<file path="src/rtl/wordcell_pkg.sv">
// Shared types and constants for the wordcell access controller.
// Defining WORDCELL_READBACK_EN adds the write-verify readback states.
package wordcell_pkg;

  localparam int DEFAULT_WORD_W = 8;

  localparam logic OP_READ  = 1'b0;
  localparam logic OP_WRITE = 1'b1;

`ifdef WORDCELL_READBACK_EN
  typedef enum logic [2:0] {
    IDLE, SETUP, SELECT, RELEASE, RESP, RB_SETUP, RB_SELECT, RB_RELEASE
  } state_t;
`else
  typedef enum logic [2:0] {
    IDLE, SETUP, SELECT, RELEASE, RESP
  } state_t;
`endif

  // Width of a down-counter that must hold values 0 .. n-1.
  function automatic int unsigned sel_cnt_w(input int unsigned n);
    return (n > 1) ? $clog2(n) : 1;
  endfunction

endpackage

</file>
<file path="src/rtl/wordcell_addr_decoder.sv">
// Combinational word address to one-hot cell select, gated by en.
// in_range is reported regardless of en so callers can range-check early.
module wordcell_addr_decoder #(
  parameter int NUM_WORDS = 4,
  parameter int ADDR_W    = 2
) (
  input  logic                 en,
  input  logic [ADDR_W-1:0]    addr,
  output logic [NUM_WORDS-1:0] sel,
  output logic                 in_range
);

  always_comb begin
    in_range = (int'(addr) < NUM_WORDS);
    sel      = '0;
    for (int i = 0; i < NUM_WORDS; i++) begin
      if (en && in_range && (int'(addr) == i)) begin
        sel[i] = 1'b1;
      end
    end
  end

endmodule

</file>
<file path="src/rtl/wordcell_array_ctrl.sv">
// Sequences SETUP/SELECT/RELEASE around each wordcell access; WORDCELL_READBACK_EN verifies writes.
// Latency 2+SEL_CYCLES (doubled for verified writes); one request in flight, holds RESP until rsp_ready.
module wordcell_array_ctrl
  import wordcell_pkg::*;
#(
  parameter int WORD_W     = DEFAULT_WORD_W,
  parameter int NUM_WORDS  = 4,
  parameter int ADDR_W     = 2,
  parameter int SEL_CYCLES = 2
) (
  input  logic                 clk,
  input  logic                 rst_n,
  input  logic                 req_valid,
  output logic                 req_ready,
  input  logic                 req_we,
  input  logic [ADDR_W-1:0]    req_addr,
  input  logic [WORD_W-1:0]    req_wdata,
  output logic                 rsp_valid,
  input  logic                 rsp_ready,
  output logic [WORD_W-1:0]    rsp_rdata,
  output logic                 rsp_err,
  output logic                 cell_op,
  output logic [NUM_WORDS-1:0] cell_sel,
  output logic [WORD_W-1:0]    cell_in_bus,
  input  logic [WORD_W-1:0]    cell_out_bus
);

  localparam int              CNT_W    = sel_cnt_w(SEL_CYCLES);
  localparam logic [CNT_W-1:0] CNT_LOAD = CNT_W'(SEL_CYCLES - 1);

  state_t                 state;
  logic                   we_q;
  logic [ADDR_W-1:0]      addr_q;
  logic [CNT_W-1:0]       cnt;
  logic [ADDR_W-1:0]      dec_addr;
  logic [NUM_WORDS-1:0]   dec_sel;
  logic                   dec_in_range;
`ifdef WORDCELL_READBACK_EN
  logic [WORD_W-1:0]      wdata_q;
`endif

  // In IDLE the incoming address is range-checked so bad requests skip the cell phases.
  assign dec_addr = (state == IDLE) ? req_addr : addr_q;

  wordcell_addr_decoder #(
    .NUM_WORDS (NUM_WORDS),
    .ADDR_W    (ADDR_W)
  ) u_addr_decoder (
    .en       (state != IDLE),
    .addr     (dec_addr),
    .sel      (dec_sel),
    .in_range (dec_in_range)
  );

  always_ff @(posedge clk or negedge rst_n) begin
    if (!rst_n) begin
      state       <= IDLE;
      we_q        <= OP_READ;
      addr_q      <= '0;
      cnt         <= '0;
      req_ready   <= 1'b1;
      rsp_valid   <= 1'b0;
      rsp_rdata   <= '0;
      rsp_err     <= 1'b0;
      cell_op     <= OP_READ;
      cell_sel    <= '0;
      cell_in_bus <= '0;
`ifdef WORDCELL_READBACK_EN
      wdata_q     <= '0;
`endif
    end else begin
      case (state)
        IDLE: begin
          if (req_valid) begin
            we_q      <= req_we;
            addr_q    <= req_addr;
            req_ready <= 1'b0;
            rsp_rdata <= '0;
`ifdef WORDCELL_READBACK_EN
            wdata_q   <= req_wdata;
`endif
            if (dec_in_range) begin
              state       <= SETUP;
              rsp_err     <= 1'b0;
              cell_op     <= req_we;
              cell_in_bus <= (req_we == OP_WRITE) ? req_wdata : '0;
            end else begin
              state     <= RESP;
              rsp_valid <= 1'b1;
              rsp_err   <= 1'b1;
            end
          end
        end

        SETUP: begin
          state    <= SELECT;
          cell_sel <= dec_sel;
          cnt      <= CNT_LOAD;
        end

        SELECT: begin
          if (cnt == '0) begin
            state    <= RELEASE;
            cell_sel <= '0;
            if (we_q == OP_READ) begin
              rsp_rdata <= cell_out_bus;
            end
          end else begin
            cnt <= cnt - CNT_W'(1);
          end
        end

        RELEASE: begin
          // op and in_bus were held through this cycle so the latch closed on stable data.
          cell_op     <= OP_READ;
          cell_in_bus <= '0;
`ifdef WORDCELL_READBACK_EN
          if (we_q == OP_WRITE) begin
            state <= RB_SETUP;
          end else begin
            state     <= RESP;
            rsp_valid <= 1'b1;
          end
`else
          state     <= RESP;
          rsp_valid <= 1'b1;
`endif
        end

`ifdef WORDCELL_READBACK_EN
        RB_SETUP: begin
          state    <= RB_SELECT;
          cell_sel <= dec_sel;
          cnt      <= CNT_LOAD;
        end

        RB_SELECT: begin
          if (cnt == '0) begin
            state     <= RB_RELEASE;
            cell_sel  <= '0;
            rsp_rdata <= cell_out_bus;
            rsp_err   <= (cell_out_bus != wdata_q);
          end else begin
            cnt <= cnt - CNT_W'(1);
          end
        end

        RB_RELEASE: begin
          state     <= RESP;
          rsp_valid <= 1'b1;
        end
`endif

        RESP: begin
          if (rsp_ready) begin
            state     <= IDLE;
            rsp_valid <= 1'b0;
            rsp_rdata <= '0;
            rsp_err   <= 1'b0;
            req_ready <= 1'b1;
          end
        end

        default: begin
          state       <= IDLE;
          req_ready   <= 1'b1;
          rsp_valid   <= 1'b0;
          cell_op     <= OP_READ;
          cell_sel    <= '0;
          cell_in_bus <= '0;
        end
      endcase
    end
  end

endmodule
</file>
<file path="config.mk">
export PLATFORM = sky130hd
export DESIGN_NAME = wordcell_array_ctrl
export DESIGN_NICKNAME = d
export VERILOG_FILES = /design/src/rtl/wordcell_pkg.sv /design/src/rtl/wordcell_addr_decoder.sv /design/src/rtl/wordcell_array_ctrl.sv
export SDC_FILE = /design/constraint.sdc
export NUM_CORES = 1
export LEC_CHECK = 0
export CAP_MARGIN = 10
export CORE_ASPECT_RATIO = 1.75
export CORE_MARGIN = 8
export CORE_UTILIZATION = 46
export CTS_BUF_LIST = sky130_fd_sc_hd__clkbuf_8
export CTS_CLUSTER_DIAMETER = 100
export DETAILED_ROUTE_END_ITERATION = 8
export DONT_BUFFER_PORTS = 1
export PLACE_DENSITY = 0.62
export SETUP_SLACK_MARGIN = 0.3
export SYNTH_ARGS = -nofsm -noshare
export SYNTH_HDL_FRONTEND = slang
export SYNTH_SLANG_ARGS = --single-unit
</file>
<file path="constraint.sdc">
create_clock -name clk -period 2.81 [get_ports clk]
set_input_delay 0.562 -clock clk [delete_from_list [all_inputs] [get_ports clk]]
set_output_delay 0.562 -clock clk [all_outputs]
set_load 0.03 [all_outputs]
</file>
==> run metrics, run 1 <==
status complete, no violations; final core utilization 0.501; CP max-delay cell dfrtp_1; Tmin final around 1800 ps; top-count cell post-synth dfrtp_1; Async SR Flop Fraction 1.00; Post-CTS Setup Bufs 0; worst r2r src state[2]; minimum setup slack among reg-to-reg paths 980 ps; IO Port Bufs 0; Startpoint Class register; I/O pin total between 40 and 50; placed wire-length estimate 2.31 mm; global-route wire length before repair 5.16 mm; Core Rows 27; Die Y ~90 um; Synth Net Count roughly 160; Crit path buffers/inverters 0; max-cap viol count 0; setup TNS 0 ps; Synth top cells by count dfrtp_1 (29), nand3_1 (17), a22o_1 (11), nand2_1 (11); Synthesis Warnings 0; P_leak 0.663 nW; pwr dens ~1400 nW/um2; Detailed Route WL 3.27 mm; kind of critical path reg -> reg; final setup fails 0; endpoints failing hold 0; Initial DRT Pass Iterations 4; initial core utilization 0.466; crit path launch state[2]; share of post-route cells with drive strength above 1 0.137; Highest Clock Rate 546 MHz; grt ovf 0; worst-margin pin slew between 700 and 800 ps; area grow syn2layout 7.50%; top cells by area, synth dfrtp_1 (51%), a22o_1 (6.7%), nand3_1 (5.9%); post-synthesis cell area 1430 um2; DR iter-0 viols 27; Nets 153; Yosys top cell area share 0.506; Worst-Skew Late Latency about 280 ps; antenna violations before repair 0; max-slew violations 0; via count 1026; clk sinks 30; CP Max Fanout 29; TritonCTS clock tree yes; Critical R2R Capture cell_in_bus[5]; Max stage delay on crit path 670 ps; RSZ-0062 raised after global routing no; die area 5230 um2; Clock Skew 6.64 ps; syn_area_per_cell 10.7 um2; Worst path top cell family by delay simple AND/OR/NAND/NOR gates; largest net degree at the start of global routing 30; CP cell instances nor4b_4 -> and2_1 -> a22o_1; register area share after synthesis 0.524; CTS HTree Levels 2; Min Hold Slack 94.4 ps; post-DR wirelength/cell 18.8 um; Detail Route Antenna Nets 0; overall power 0.00216 W; Netlist cell types 35; # DRC 0; arrival time worst endpoint 2050 ps; Fillers 275; EDFF count, synth 0; core area 3070 um2; clock slew at reported path FFs 60 ps; GP Congestion 0.704; vias in the first global route 988; max_slew headroom 0.474; WP depth 3; fin crit share 0.651; Critical Path RT 3030 ps; cts bufs inserted 5; root buf cell clkbuf_8; total track usage 0.130; Vias/cell 5.90; clock tree buffer depth 2; CP Capture Type register; Post-Synthesis Cells about 130; # diodes 0; Top FF cell, synth dfrtp_1; leading area contributor after synthesis dfrtp_1; worst reg-to-reg path cell count 3; Max rail drop VDD 0.692 mV; Worst Hold Class in -> async; #FFs+latches synth 30; Die W 58.2 um
[stage by stage]
stage          setup WS [ps]  std cells  instance area (um2)
2_1_floorplan           1470        134                 1430
3_3_place_gp            1090        165                 1410
3_5_place_dp            1010        165                 1410
4_1_cts                  991        174                 1540
5_1_grt                  791        174                 1540
6_report                 980        174                 1540
[final cells by class]
type / instances / area (um2) / share of cell area
Clock buffer: 8 / 110 / 0.0714
Inverter: 1 / 3.75 / 0.00244
Multi-Input combinational cell: 91 / 602 / 0.390
Tap cell: 43 / 53.8 / 0.0349
Sequential cell: 30 / 752 / 0.488
Timing Repair Buffer: 1 / 20.0 / 0.0130
[layout by cell type (no fill, tap or decap), types with 2 or more instances in the layout]
| cell type | instances |
|---|---|
| nor2_1 | 7 |
| nand4b_1 | 8 |
| mux2_2 | 3 |
| a21oi_1 | 4 |
| nand2b_1 | 3 |
| clkbuf_8 | 8 |
| a22o_1 | 11 |
| dfrtp_1 | 29 |
| nand4_1 | 8 |
| nand2_1 | 11 |
| nand3_1 | 17 |
| o21ai_0 | 2 |
[registers in the layout, summed over array words and instances (netlist names)]
signal       cells
req_ready        1
rsp_rdata        8
rsp_valid        1
state            3
cell_op          1
cnt              1
cell_sel         4
we_q             1
cell_in_bus      8
addr_q           2
[timing repair]
item / 4_1_cts / 5_1_grt
setup endpoints to repair: 0 / 0
hold endpoints to repair: 29 / 0
gates resized for setup: 0 / 0
hold buffers: 1 / 0
[power by group]
part           total (W)  switching [W]  internal (W)
combinational   0.000551       0.000273      0.000278
clock           0.000406       0.000159      0.000247
sequential       0.00120       0.000576      0.000627
[how the worst max path moves through the flow]
stage | slack, ps | end
after floorplan | 1470 | cell_in_bus[0]
after global placement | 1090 | cell_in_bus[5]
after CTS | 990 | cell_in_bus[5]
after detailed placement | 1010 | cell_in_bus[5]
final | 980 | cell_in_bus[5]
after global routing | 790 | cell_in_bus[5]
[worst register-to-register path: cells and delay by family, from the launching register on]
kind | cells | cell delay [ps]
simple gates | 2 | 900
flops | 1 | 670
compound gates | 1 | 190
[routing by layer]
layer | GRT usage | vias up | share of wire
met3 | 0.0628 | 6 | 0.11
met4 | 0.0679 | 0 | 0.023
met5 | 0 | - | 0
met2 | 0.200 | 43 | 0.48
met1 | 0.141 | 491 | 0.39
li1 | - | 486 | -
[cells by family (layout without fill, tap and decap cells)]
group,after synthesis,in the layout,share of synthesized area
other,1,1,0.00262
xor gates and xnor gates,1,1,0.00611
AOI/OAI and AO/OA,22,22,0.116
buffers and inverters,13,10,0.0558
muxes,3,3,0.0236
DFF,30,30,0.524
adders and majority gates,1,1,0.00785
and+or+nand+nor,63,63,0.264
(Power assumes the default switching activity.)
==> run 2, diff against run 1 <==
- PLACE_DENSITY: 0.62 -> 0.64
- clock period: 2.81 -> 1.6 ns (I/O delays scaled with it)
==> run metrics, run 2 (synthesis gave the netlist of run 1 again) <==
# DRC 0 (unchanged); max-slew violations 0 (unchanged); antenna violations before repair 0 (unchanged); placed wire-length estimate 2.40 mm (was 2.31 mm); Vias/cell 5.85 (was 5.90); CP Max Fanout 6 (was 29); Die Y 89.9 um (unchanged); RSZ-0062 raised after global routing yes (was no); endpoints failing hold 0 (unchanged); Startpoint Class register (unchanged); core area 3070 um2 (unchanged); clock share of power 0.146 (was 0.188); Tmin final 1340 ps (was 1830 ps); Die W 58.2 um (unchanged); TritonCTS clock tree yes (unchanged); overall power 0.00414 W (was 0.00216 W); post-DR wirelength/cell 17.8 um (was 18.8 um); IO Port Bufs 0 (unchanged); vias in the first global route 1077 (was 988); setup TNS 0 ps (unchanged); grt ovf 0 (unchanged); die area 5230 um2 (unchanged); cell-internal power 0.00226 W (was 0.00115 W); P_leak 0.750 nW (was 0.663 nW); max-cap viol count 0 (unchanged); fin crit share 0.839 (was 0.651); I/O pin total 47 (unchanged); commonest non-fill, non-tap cell in the layout dfrtp_1 (unchanged); P_sw 0.00188 W (was 0.00101 W); kind of critical path reg -> reg (unchanged); Worst Hold Class in -> reg (was in -> async); CP Capture Type register (unchanged); via count 1106 (was 1026); # diodes 0 (unchanged); CP cell instances buf_6 -> maj3_2 -> nor2_4 -> a22o_1 (was nor4b_4 -> and2_1 -> a22o_1); GP Congestion 0.714 (was 0.704); minimum setup slack among reg-to-reg paths 260 ps (was 980 ps); Flop pwr share 0.465 (was 0.557); Core Rows 27 (unchanged); cts bufs inserted 5 (unchanged); Detailed Route WL 3.36 mm (was 3.27 mm); CP max-delay cell dfrtp_2 (was dfrtp_1); clock tree buffer depth 2 (unchanged); initial core utilization 0.466 (unchanged); Detail Route Antenna Nets 0 (unchanged); share of post-route cells with drive strength above 1 0.267 (was 0.137); global-route wire length before repair 5.37 mm (was 5.16 mm); post-placement cell area 1490 um2 (was 1410 um2); sw frac 0.455 (was 0.467); area grow syn2layout 19.3% (was 7.50%); design area 1710 um2 (was 1540 um2); most frequent cells in the layout dfrtp_1 (28), nand3_1 (17), nand2_1 (11), a22o_1 (11) (was dfrtp_1 (29), nand3_1 (17), nand2_1 (11), a22o_1 (11)); Clock Skew 8.78 ps (was 6.64 ps); clk sinks 30 (unchanged); status complete, no violations (unchanged); Max rail drop VDD 1.00 mV (was 0.692 mV); Worst-Skew Late Latency 280 ps (about the same); Max stage delay on crit path 450 ps (was 670 ps); DR iter-0 viols 34 (was 27); Highest Clock Rate 745 MHz (was 546 MHz); clock slew at reported path FFs 60 ps (about the same); final setup fails 0 (unchanged); Initial DRT Pass Iterations 4 (unchanged); largest net degree at the start of global routing 31 (was 30); Critical Path RT 1810 ps (was 3030 ps); root buf cell clkbuf_8 (unchanged); combinational share of power 0.389 (was 0.255); total track usage 0.132 (was 0.130); CTS HTree Levels 2 (unchanged); Nets 168 (was 153); pwr dens 2420 nW/um2 (was 1400 nW/um2); arrival time worst endpoint 1550 ps (was 2050 ps); biggest regs cell_in_bus x8, rsp_rdata x8, cell_sel x4 (unchanged)
-- run 2: changes by cell type in the layout (fill, tap and decap cells not counted), sizes merged --
cell         delta
buf            +13
clkbuf          -2
clkinv          +1
dlygate4sd3     +1
inv             +1
nor2            +1
-- run 2: routing by layer --
layer,global-route usage,share of wire
met5,0,0
met1,0.137,0.39
met2,0.213,0.50
met3,0.0613,0.091
met4,0.0679,0.020
-- run 2: power by group through the flow --
stage | combinational (W) | sequential (W) | clock [W]
after floorplan | 0.00109 | 0.00185 | 0
after CTS | 0.00155 | 0.00193 | 0.000630
final | 0.00161 | 0.00193 | 0.000603
after detailed placement | 0.00135 | 0.00193 | 0
after global placement | 0.00131 | 0.00193 | 0
after global routing | 0.00177 | 0.00198 | 0.000663
-- run 2: worst paths after layout --
check | startpoint | end | cells past startpoint
max in group asynchronous | rst_n | req_ready | 2
min reg2reg | req_ready | req_ready | 2
max reg2reg | state[1] | cell_in_bus[0] | 4
min in group asynchronous | rst_n | rsp_rdata[4] | 2
max | state[1] | cell_in_bus[0] | 4
min | req_wdata[2] | cell_in_bus[2] | 1
-- run 2: worst max-delay path: cells and delay by family, from the launching register on --
family	cells	cell delay (ps)
simple gates	1	160
compound gates	1	150
fa+ha+maj	1	350
flops	1	450
buf+inv	1	150
-- run 2: final cells by class --
class / instances / area [um2]
clock buffer: 6 / 82.6
sequential: 30 / 753
timing repair buffer: 15 / 163
tap: 43 / 53.8
clock inverter: 2 / 8.76
multi-input combinational: 92 / 646
inverter: 1 / 3.75
fill: 271 / 1360
-- run 2: repair_timing --
| item | CTS | global route |
|---|---|---|
| endpoints found under the hold margin | 30 | 0 |
| cloned | 1 | 0 |
| pin swaps | 4 | 2 |
| gates resized for setup | 12 | 8 |
| buffers inserted | 3 | 0 |
| hold buffers | 2 | 0 |
| endpoints found under the setup margin | 24 | 23 |
-- run 2: per-stage QoR --
step           std cells  hold WS [ps]   util  setup slack (ps)
2_1_floorplan        134          24.4      -               300
3_3_place_gp         175          25.2  0.485               188
3_5_place_dp         175          25.3  0.485               131
4_1_cts              189           176  0.548               244
5_1_grt              189           176  0.556               210
6_report             189           189  0.556               258
==> run 3, diff against run 2 <==
- PLACE_DENSITY: 0.64 -> 0.62
- clock period: 1.6 -> 1.3 ns (I/O delays scaled with it)
==> run metrics, run 3 (synthesis gave the netlist of run 1 again) <==
# DRC 0 (unchanged); Die Y 89.9 um (unchanged); clk sinks 30 (unchanged); minimum setup slack among reg-to-reg paths -50 ps (was 260 ps); vias in the first global route 1210 (was 1077); status finished with violations (was complete, no violations); DR iter-0 viols 23 (was 34); antenna violations before repair 0 (unchanged); overall power 0.00606 W (was 0.00414 W); endpoints failing hold 0 (unchanged); RSZ-0062 raised after global routing yes (unchanged); Critical Path RT 1460 ps (was 1810 ps); Detail Route Antenna Nets 0 (unchanged); clock tree buffer depth 2 (unchanged); Vias/cell 5.76 (was 5.85); share of post-route cells with drive strength above 1 0.589 (was 0.267); commonest non-fill, non-tap cell in the layout dfrtp_2 (was dfrtp_1); pwr dens 3010 nW/um2 (was 2420 nW/um2); Core Rows 27 (unchanged); post-placement cell area 1580 um2 (was 1490 um2); Worst Hold Class in -> reg (unchanged); Clock Skew 4.59 ps (was 8.78 ps); P_leak 0.825 nW (was 0.750 nW); arrival time worst endpoint 1510 ps (was 1550 ps); max-slew violations 0 (unchanged); IO Port Bufs 0 (unchanged); Startpoint Class register (unchanged); TritonCTS clock tree yes (unchanged); cts bufs inserted 5 (unchanged); # diodes 0 (unchanged); Tmin final 1350 ps (was 1340 ps); kind of critical path reg -> reg (unchanged); Initial DRT Pass Iterations 4 (unchanged); Hold Path Cell Cnt 1 (unchanged); I/O pin total 47 (unchanged); hold path endpoint cell_in_bus[6] (was cell_in_bus[2]); largest net degree at the start of global routing 31 (unchanged); biggest regs cell_in_bus x8, rsp_rdata x8, cell_sel x4 (unchanged); failing checks setup timing; CP Max Fanout 4 (was 6); max-cap viol count 0 (unchanged); clock slew at reported path FFs 60 ps (about the same); design area 2010 um2 (was 1710 um2); die area 5230 um2 (unchanged); core area 3070 um2 (unchanged); CP Capture Type register (unchanged); Highest Clock Rate 743 MHz (was 745 MHz); global-route wire length before repair 5.82 mm (was 5.37 mm); worst reg-to-reg path cell count 3 (was 4); most frequent cells in the layout dfrtp_2 (25), buf_4 (15), nand2_1 (11), a22o_1 (11) (was dfrtp_1 (28), nand3_1 (17), nand2_1 (11), a22o_1 (11)); via count 1158 (was 1106); placed wire-length estimate 2.52 mm (was 2.40 mm); grt ovf 0 (unchanged); setup ws final -45.2 ps (was 258 ps); Nets 180 (was 168); Die W 58.2 um (unchanged); total track usage 0.143 (was 0.132); area grow syn2layout 40.2% (was 19.3%); GP Congestion 0.741 (was 0.714); Max rail drop VDD 1.82 mV (was 1.00 mV); CTS HTree Levels 2 (unchanged); Detailed Route WL 3.72 mm (was 3.36 mm); fin crit share 1.03 (was 0.839); Worst-Skew Late Latency 280 ps (about the same); final setup fails 13 (was 0); root buf cell clkbuf_8 (unchanged); post-DR wirelength/cell 18.5 um (was 17.8 um); Critical R2R Capture we_q (was cell_in_bus[0]); hold_sp req_wdata[6] (was req_wdata[2]); worst r2r src state[0] (was state[1]); initial core utilization 0.466 (unchanged)
==> run 3: power by group <==
group / internal (W) / switching, W
clock: 0.000418 / 0.000347
sequential: 0.00144 / 0.00104
combinational: 0.00151 / 0.00131
==> run 3: worst max-delay path: stages, from the launching register on <==
cell	delay, ps
dfrtp_2	440
nor4b_4	320
buf_4	180
mux2_4	290
==> run 3: repair_timing <==
item	CTS	global route
resized for setup	47	26
gates cloned	0	0
setup buffers	7	2
pin swaps	8	13
endpoints found under the hold margin	30	30
setup endpoints to repair	53	53
==> run 3: layout make-up <==
class	instances	area, um2
Inverter	1	3.75
Tap cell	43	53.8
Sequential cell	30	783
Multi-Input combinational cell	91	803
Clock inverter	2	8.76
Fill cell	216	1060
Timing Repair Buffer	28	275
Clock buffer	6	82.6
==> run 3: per-stage QoR <==
stage | hold WS, ps | worst slack [ps] | cells | TNS (ps) | utilization
after global routing | 112 | -113 | 201 | -1270 | 0.654
after global placement | -34.8 | -14.5 | 182 | -49.2 | 0.513
final | 120 | -45.2 | 201 | -353 | 0.654
after detailed placement | -34.7 | -54.6 | 182 | -503 | 0.513
after CTS | -337 | -57.2 | 197 | -444 | 0.597
after floorplan | -35.6 | 10.6 | 134 | 0 | -
==> run 3: worst max path at each step <==
stage / from / endpoint / slack (ps) / cells after the start
5_1_grt: state[0] / addr_q[0] / -110 / 3
6_report: state[0] / we_q / -50 / 3
2_1_floorplan: state[1] / cell_in_bus[0] / 10 / 5
3_3_place_gp: state[0] / we_q / -10 / 3
4_1_cts: state[0] / we_q / -60 / 3
3_5_place_dp: state[2] / we_q / -50 / 3
==> run 3: layer usage <==
metal	vias up	share of wire	global-route usage
met3	4	0.077	0.0528
li1	537	-	-
met1	575	0.37	0.144
met2	42	0.54	0.249
met5	-	0	0
met4	0	0.010	0.0658
